<file path="config.mk">
export PLATFORM = sky130hd
export DESIGN_NAME = mesh_traffic_sequencer
export DESIGN_NICKNAME = d
export VERILOG_FILES = /design/src/rtl/mesh_traffic_sequencer.sv
export SDC_FILE = /design/constraint.sdc
export NUM_CORES = 1
export LEC_CHECK = 0
export CAP_MARGIN = 20
export CELL_PAD_IN_SITES_DETAIL_PLACEMENT = 1
export CELL_PAD_IN_SITES_GLOBAL_PLACEMENT = 2
export CORE_ASPECT_RATIO = 1.4
export CORE_MARGIN = 2
export CORE_UTILIZATION = 28
export CTS_BUF_LIST = sky130_fd_sc_hd__clkbuf_4 sky130_fd_sc_hd__clkbuf_8 sky130_fd_sc_hd__clkbuf_16
export DETAILED_ROUTE_END_ITERATION = 7
export PLACE_DENSITY = 0.91
export SYNTH_ARGS = -nofsm -noshare
export SYNTH_HDL_FRONTEND = slang
export SYNTH_SLANG_ARGS = --single-unit
</file>
<file path="constraint.sdc">
create_clock -name clk_i -period 3.2 [get_ports clk_i]
set_clock_uncertainty 0.1 [all_clocks]
set_input_delay 0.64 -clock clk_i [delete_from_list [all_inputs] [get_ports clk_i]]
set_output_delay 0.64 -clock clk_i [all_outputs]
set_load 0.05 [all_outputs]
</file>
<file path="src/rtl/mesh_traffic_sequencer.sv">
// mesh_traffic_sequencer: walks every (source, destination) node pair of an
// X x Y mesh in index order, injects one addressed flit per pair and checks
// that the monitored destination returns it intact within a bounded wait.
module mesh_traffic_sequencer #(
  parameter int DATA_WIDTH  = 32,
  parameter int X_DIMENSION = 4,
  parameter int Y_DIMENSION = 4,
  parameter int X_DIM_W     = (X_DIMENSION > 1) ? $clog2(X_DIMENSION) : 1,
  parameter int Y_DIM_W     = (Y_DIMENSION > 1) ? $clog2(Y_DIMENSION) : 1,
  parameter int TIMEOUT     = 256,
  parameter int SKIP_SELF   = 1
) (
  input  logic                  clk_i,
  input  logic                  arstn_i,
  input  logic                  start_i,
  output logic                  busy_o,
  output logic                  done_o,
  output logic [15:0]           err_cnt_o,
  output logic [15:0]           to_cnt_o,
  output logic [15:0]           pair_cnt_o,
  output logic [DATA_WIDTH-1:0] data_o,
  output logic                  valid_o,
  input  logic                  ready_i,
  output logic [X_DIM_W-1:0]    source_x_o,
  output logic [Y_DIM_W-1:0]    source_y_o,
  input  logic [DATA_WIDTH-1:0] data_i,
  input  logic                  valid_i,
  output logic                  ready_o,
  output logic [X_DIM_W-1:0]    monitor_x_o,
  output logic [Y_DIM_W-1:0]    monitor_y_o
);

  localparam int TO_W  = (TIMEOUT > 1) ? $clog2(TIMEOUT) : 1;
  localparam int PAY_W = DATA_WIDTH - X_DIM_W - Y_DIM_W;
  localparam logic [X_DIM_W-1:0] X_LAST  = X_DIM_W'(X_DIMENSION - 1);
  localparam logic [Y_DIM_W-1:0] Y_LAST  = Y_DIM_W'(Y_DIMENSION - 1);
  localparam logic [TO_W-1:0]    TO_LAST = TO_W'(TIMEOUT - 1);

  typedef struct packed {
    logic [Y_DIM_W-1:0] y;
    logic [X_DIM_W-1:0] x;
  } node_t;

  typedef enum logic [2:0] {
    S_IDLE, S_SETUP, S_SEND, S_WAIT, S_NEXT, S_DONE
  } state_t;

  // Next node in index order: x first, carry into y, wrap after the last node.
  function automatic node_t node_inc(input node_t n);
    node_t r;
    r = n;
    if (n.x == X_LAST) begin
      r.x = '0;
      r.y = (n.y == Y_LAST) ? '0 : n.y + 1'b1;
    end else begin
      r.x = n.x + 1'b1;
    end
    return r;
  endfunction

  function automatic logic node_last(input node_t n);
    return (n.x == X_LAST) && (n.y == Y_LAST);
  endfunction

  state_t                r_state, w_state_nxt;
  node_t                 r_src, r_dst;
  node_t                 w_dst_inc, w_src_adv, w_dst_adv, w_first_dst;
  logic                  w_last_pair, w_arrive, w_timeout, w_mismatch;
  logic [TO_W-1:0]       r_to_tmr;
  logic [15:0]           r_err_cnt, r_to_cnt, r_pair_cnt;
  logic [DATA_WIDTH-1:0] w_flit;
  logic                  w_start;

  assign w_start = (r_state == S_IDLE) && start_i;

  // Pair stepping: destination is the inner loop; when self-pairs are skipped
  // a destination that lands on the (possibly new) source is stepped once more.
  always_comb begin
    w_dst_inc   = node_inc(r_dst);
    w_src_adv   = node_last(r_dst) ? node_inc(r_src) : r_src;
    w_dst_adv   = ((SKIP_SELF != 0) && (w_dst_inc == w_src_adv)) ? node_inc(w_dst_inc) : w_dst_inc;
    w_last_pair = node_last(r_src) &&
                  (node_last(r_dst) || ((SKIP_SELF != 0) && (w_dst_inc == r_src)));
    w_first_dst = (SKIP_SELF != 0) ? node_inc(node_t'('0)) : node_t'('0);
  end

  // Flit carries destination coordinates in the low bits and the pair number
  // above; it only depends on state that is frozen from SETUP through WAIT,
  // so the same value serves for injection and for the return check.
  assign w_flit     = {PAY_W'(r_pair_cnt), r_dst.y, r_dst.x};
  assign w_arrive   = (r_state == S_WAIT) && valid_i;
  assign w_timeout  = (r_state == S_WAIT) && !valid_i && (r_to_tmr == TO_LAST);
  assign w_mismatch = w_arrive && (data_i != w_flit);

  // State register.
  always_ff @(posedge clk_i or negedge arstn_i) begin
    if (!arstn_i) r_state <= S_IDLE;
    else          r_state <= w_state_nxt;
  end

  // Next-state and state-decoded outputs.
  always_comb begin
    w_state_nxt = r_state;
    busy_o      = (r_state != S_IDLE);
    done_o      = 1'b0;
    valid_o     = 1'b0;
    ready_o     = 1'b0;
    data_o      = '0;
    case (r_state)
      S_IDLE:  if (start_i) w_state_nxt = S_SETUP;
      S_SETUP: w_state_nxt = S_SEND;
      S_SEND: begin
        valid_o = 1'b1;
        data_o  = w_flit;
        if (ready_i) w_state_nxt = S_WAIT;
      end
      S_WAIT: begin
        ready_o = 1'b1;
        if (w_arrive || w_timeout) w_state_nxt = S_NEXT;
      end
      S_NEXT:  w_state_nxt = w_last_pair ? S_DONE : S_SETUP;
      S_DONE: begin
        done_o      = 1'b1;
        w_state_nxt = S_IDLE;
      end
      default: w_state_nxt = S_IDLE;
    endcase
  end

  // Current pair: loaded with the first pair on start, advanced leaving NEXT.
  always_ff @(posedge clk_i or negedge arstn_i) begin
    if (!arstn_i) begin
      r_src <= '0;
      r_dst <= '0;
    end else if (w_start) begin
      r_src <= '0;
      r_dst <= w_first_dst;
    end else if ((r_state == S_NEXT) && !w_last_pair) begin
      r_src <= w_src_adv;
      r_dst <= w_dst_adv;
    end
  end

  // Wait timer: zero outside WAIT, so it is cleared on every WAIT entry.
  always_ff @(posedge clk_i or negedge arstn_i) begin
    if (!arstn_i)                r_to_tmr <= '0;
    else if (r_state == S_WAIT)  r_to_tmr <= r_to_tmr + 1'b1;
    else                         r_to_tmr <= '0;
  end

  // Saturating result counters, cleared when a run starts and held after it.
  always_ff @(posedge clk_i or negedge arstn_i) begin
    if (!arstn_i) begin
      r_err_cnt  <= '0;
      r_to_cnt   <= '0;
      r_pair_cnt <= '0;
    end else if (w_start) begin
      r_err_cnt  <= '0;
      r_to_cnt   <= '0;
      r_pair_cnt <= '0;
    end else begin
      if ((w_mismatch || w_timeout) && (r_err_cnt != 16'hFFFF)) r_err_cnt <= r_err_cnt + 16'd1;
      if (w_timeout && (r_to_cnt != 16'hFFFF))                  r_to_cnt  <= r_to_cnt + 16'd1;
      if ((r_state == S_NEXT) && (r_pair_cnt != 16'hFFFF))      r_pair_cnt <= r_pair_cnt + 16'd1;
    end
  end

  assign err_cnt_o   = r_err_cnt;
  assign to_cnt_o    = r_to_cnt;
  assign pair_cnt_o  = r_pair_cnt;
  assign source_x_o  = r_src.x;
  assign source_y_o  = r_src.y;
  assign monitor_x_o = r_dst.x;
  assign monitor_y_o = r_dst.y;

endmodule

</file>
==> results.cfg <==
[global_routing]
use_met2_pct = 32.0
antenna_found_initial = 0
met3_usage_pct = 3.64
grt_use_total_pct = 17.0
grt_overflow = 0
grt_pass1_wl_microns = 21600
grt_start_max_net_pins = 39
grt.busiest_layer = met2
grtUsageMet1_pct = 18.9
first_global_vias = 4188

[run]
max_cap_violations = 0

[min_path]
worstHoldPathType = primary input to async pin

[die]
std_cell_rows = 53
dieHeight_microns = 151
io_pins = 129
fp.dieW_microns = 109
start_util_pct = 28.6
core_sq_um = 15000
die_area_sq_um = 16400

[placement]
hpwl_microns = 10200
place_ws_ns = -0.0741
place.gp.congestion = 0.856
numPortBuffers = 116

[timing]
timing.fmax_mhz = 345
layout_min_cycle_time_ns = 2.90
timing.slew.headroom_pct = 56.0
holdWs_ns = 0.241
tightest_slew_ns = 0.660
rsz0062_at_grt = false
setup_ws_ns = 0.302
slew_violations = 0
hold_viol_final = 0
setup_viol = 0
finalCritPeriodShare_pct = 90.6

[pwr]
ir_drop_uv = 317
p_per_area_nw_per_um2 = 583
leakage_nw = 2.40

[synthesis]
syn-cell-area_sq_um = 4290
synth_top_family_by_area = simple AND/OR/NAND/NOR gates
ys_seq_elements = 67
synth-async-reset-ratio_pct = 100
synthAdderAreaFrac_pct = 2.62
yosysWarnings = 0
synth_area_per_cell_sq_um = 9.37
synth_edf_count = 0
yosysUniqueCellTypes = 61
yosysSeqAreaShare_pct = 39.1
synth_ff_type = dfrtp_1
synth_area_leaders = dfrtp_1, xnor2_1, xor2_1
netlist_instances = 458
post-synth-top-count-cell = dfrtp_1
synth_compound_area_share_pct = 11.9
netlist.area_leader.share_pct = 39.1
synthMuxAreaShare_pct = 2.68
synth_xor_area_share_pct = 11.8
yosysTopAreaCell = dfrtp_1
yosys.area_share.simple_pct = 25.7
synth.top_cells.by_count = dfrtp_1, nor2_1, xnor2_1

[clock_tree]
cts_hold_buf = 0
cts_sinks = 67
clk_latency_ns = 0.33
numCtsBuffers = 9
cts_setup_buffers = 0
clock-root-buffer = clkbuf_16
cts_buffer_depth = 2
cts_tree = yes
clk_pin_slew_ns = 0.06
htreeDepth = 3
cts_resized = 0

[setup_path]
cp-start-kind = flop
r2r-end = monitor_y_o[0]
cp_slowest_stage_delay_ns = 0.54
ff2ff_setup_slack_ns = 0.30
r2r-start = monitor_x_o[0]
crit_fanout = 10
slowest_stage = dfrtp_1
crit_path_end_kind = flop
r2r_cells = 7
crit_type = flop to flop
path_cells = ha_1 -> and2_1 -> mux2i_1 -> xor2_1 -> nor4_4 -> nand3b_1 -> a32o_1
arrival_ns = 3.01
cp.required_ns = 3.32

[route]
vias_per_cell = 4.98
first_pass_iters = 4
drcViolationCount = 0
post_drt_wl_per_cell_microns = 17.4
via_count = 3844
wl_microns = 13400
drtAntennaViolNets = 0
drtIter0Drc = 168

[finish]
finalNetCount = 621
fin_util_pct = 39.2
fillCellCount = 1758
area_growth_pct = 36.8
multiInputGateArea_sq_um = 2400
diodes = 0
seqCellArea_sq_um = 1680
final_layout_size_suffix_gt1_share_pct = 13.6

[outcome]
status = finished, final reports clean
per-layer routing:
layer  routed length (microns)  share of wire (%)  up-vias
met5                         0                  0        -
li1                          -                  -     1821
met4                       215                1.6        0
met1                      5330                 40     1914
met2                      7110                 53       95
met3                       736                5.5       14
report_power, final:
| part | switching (W) | internal (W) | total (W) |
|---|---|---|---|
| Combinational | 0.000900 | 0.000479 | 0.00138 |
| Sequential | 0.000144 | 0.000917 | 0.00106 |
| Clock | 0.000356 | 0.000626 | 0.000982 |
state kept, by name (all words and copies together), names as in the netlist:
register     flops
source_x_o       2
pair_cnt_o      16
r_to_tmr         8
monitor_x_o      2
err_cnt_o       16
r_state          3
monitor_y_o      2
to_cnt_o        16
source_y_o       2
placed cells by master (no fill, tap or decap), types with 8 or more instances in the layout:
master,count
nand2_1,31
buf_4,26
ha_1,9
nand3_1,29
clkdlybuf4s50_1,94
conb_1,12
clkbuf_16,9
o21ai_0,8
o31ai_1,15
xor2_1,26
a21oi_1,14
inv_1,13
nand4_1,11
dfrtp_1,67
and2_1,22
xnor2_1,32
nor2_1,50
worst max-delay path, delay by kind of cell, from the launching register on:
kind / cells / cell delay [ns]
AND/OR/NAND/NOR: 3 / 0.95
flip-flops: 1 / 0.54
adder cells (fa/ha/maj): 1 / 0.51
AO/OA/AOI/OAI: 1 / 0.28
multiplexers: 1 / 0.25
XOR/XNOR: 1 / 0.15
area by class of cell:
cell class,instances,area share [%]
clock inverters,1,0.0852
well taps,192,4.09
clock buffers,15,5.03
multi-input cells,359,40.9
repair buffers,124,20.5
flip-flops and latches,67,28.5
inverters,14,0.895
how the worst max path moves through the flow:
| stage | slack [ns] | from | cells past startpoint | to |
|---|---|---|---|---|
| floorplan | 0.31 | r_state[0] | 4 | data_o[10] |
| global placement | 0.008 | data_i[2] | 8 | err_cnt_o[14] |
| detailed placement | -0.07 | data_i[25] | 8 | err_cnt_o[14] |
| CTS | 0.27 | data_i[25] | 8 | err_cnt_o[14] |
| global route | 0.15 | monitor_x_o[0] | 8 | monitor_y_o[1] |
| finish | 0.30 | monitor_x_o[0] | 7 | monitor_y_o[0] |
logic make-up (layout without fill, tap and decap cells):
| logic type | Yosys count | in the layout |
|---|---|---|
| multiplexers | 10 | 10 |
| AND/OR/NAND/NOR | 201 | 201 |
| other | 1 | 12 |
| AO/OA/AOI/OAI | 69 | 69 |
| XOR/XNOR | 58 | 58 |
| buffers and inverters | 43 | 154 |
| adder cells (fa/ha/maj) | 9 | 9 |
| flip-flops | 67 | 67 |
per-stage QoR:
step	power [W]	instance area (sq um)	instances	TNS, ns
global route	0.00360	5870	772	0
global placement	0.00242	5570	756	0
detailed placement	0.00247	5570	756	-0.695
finish	0.00342	5870	772	0
CTS	0.00346	5870	772	0
floorplan	0.00205	4330	469	0
Power figures use the tool's default switching activity.
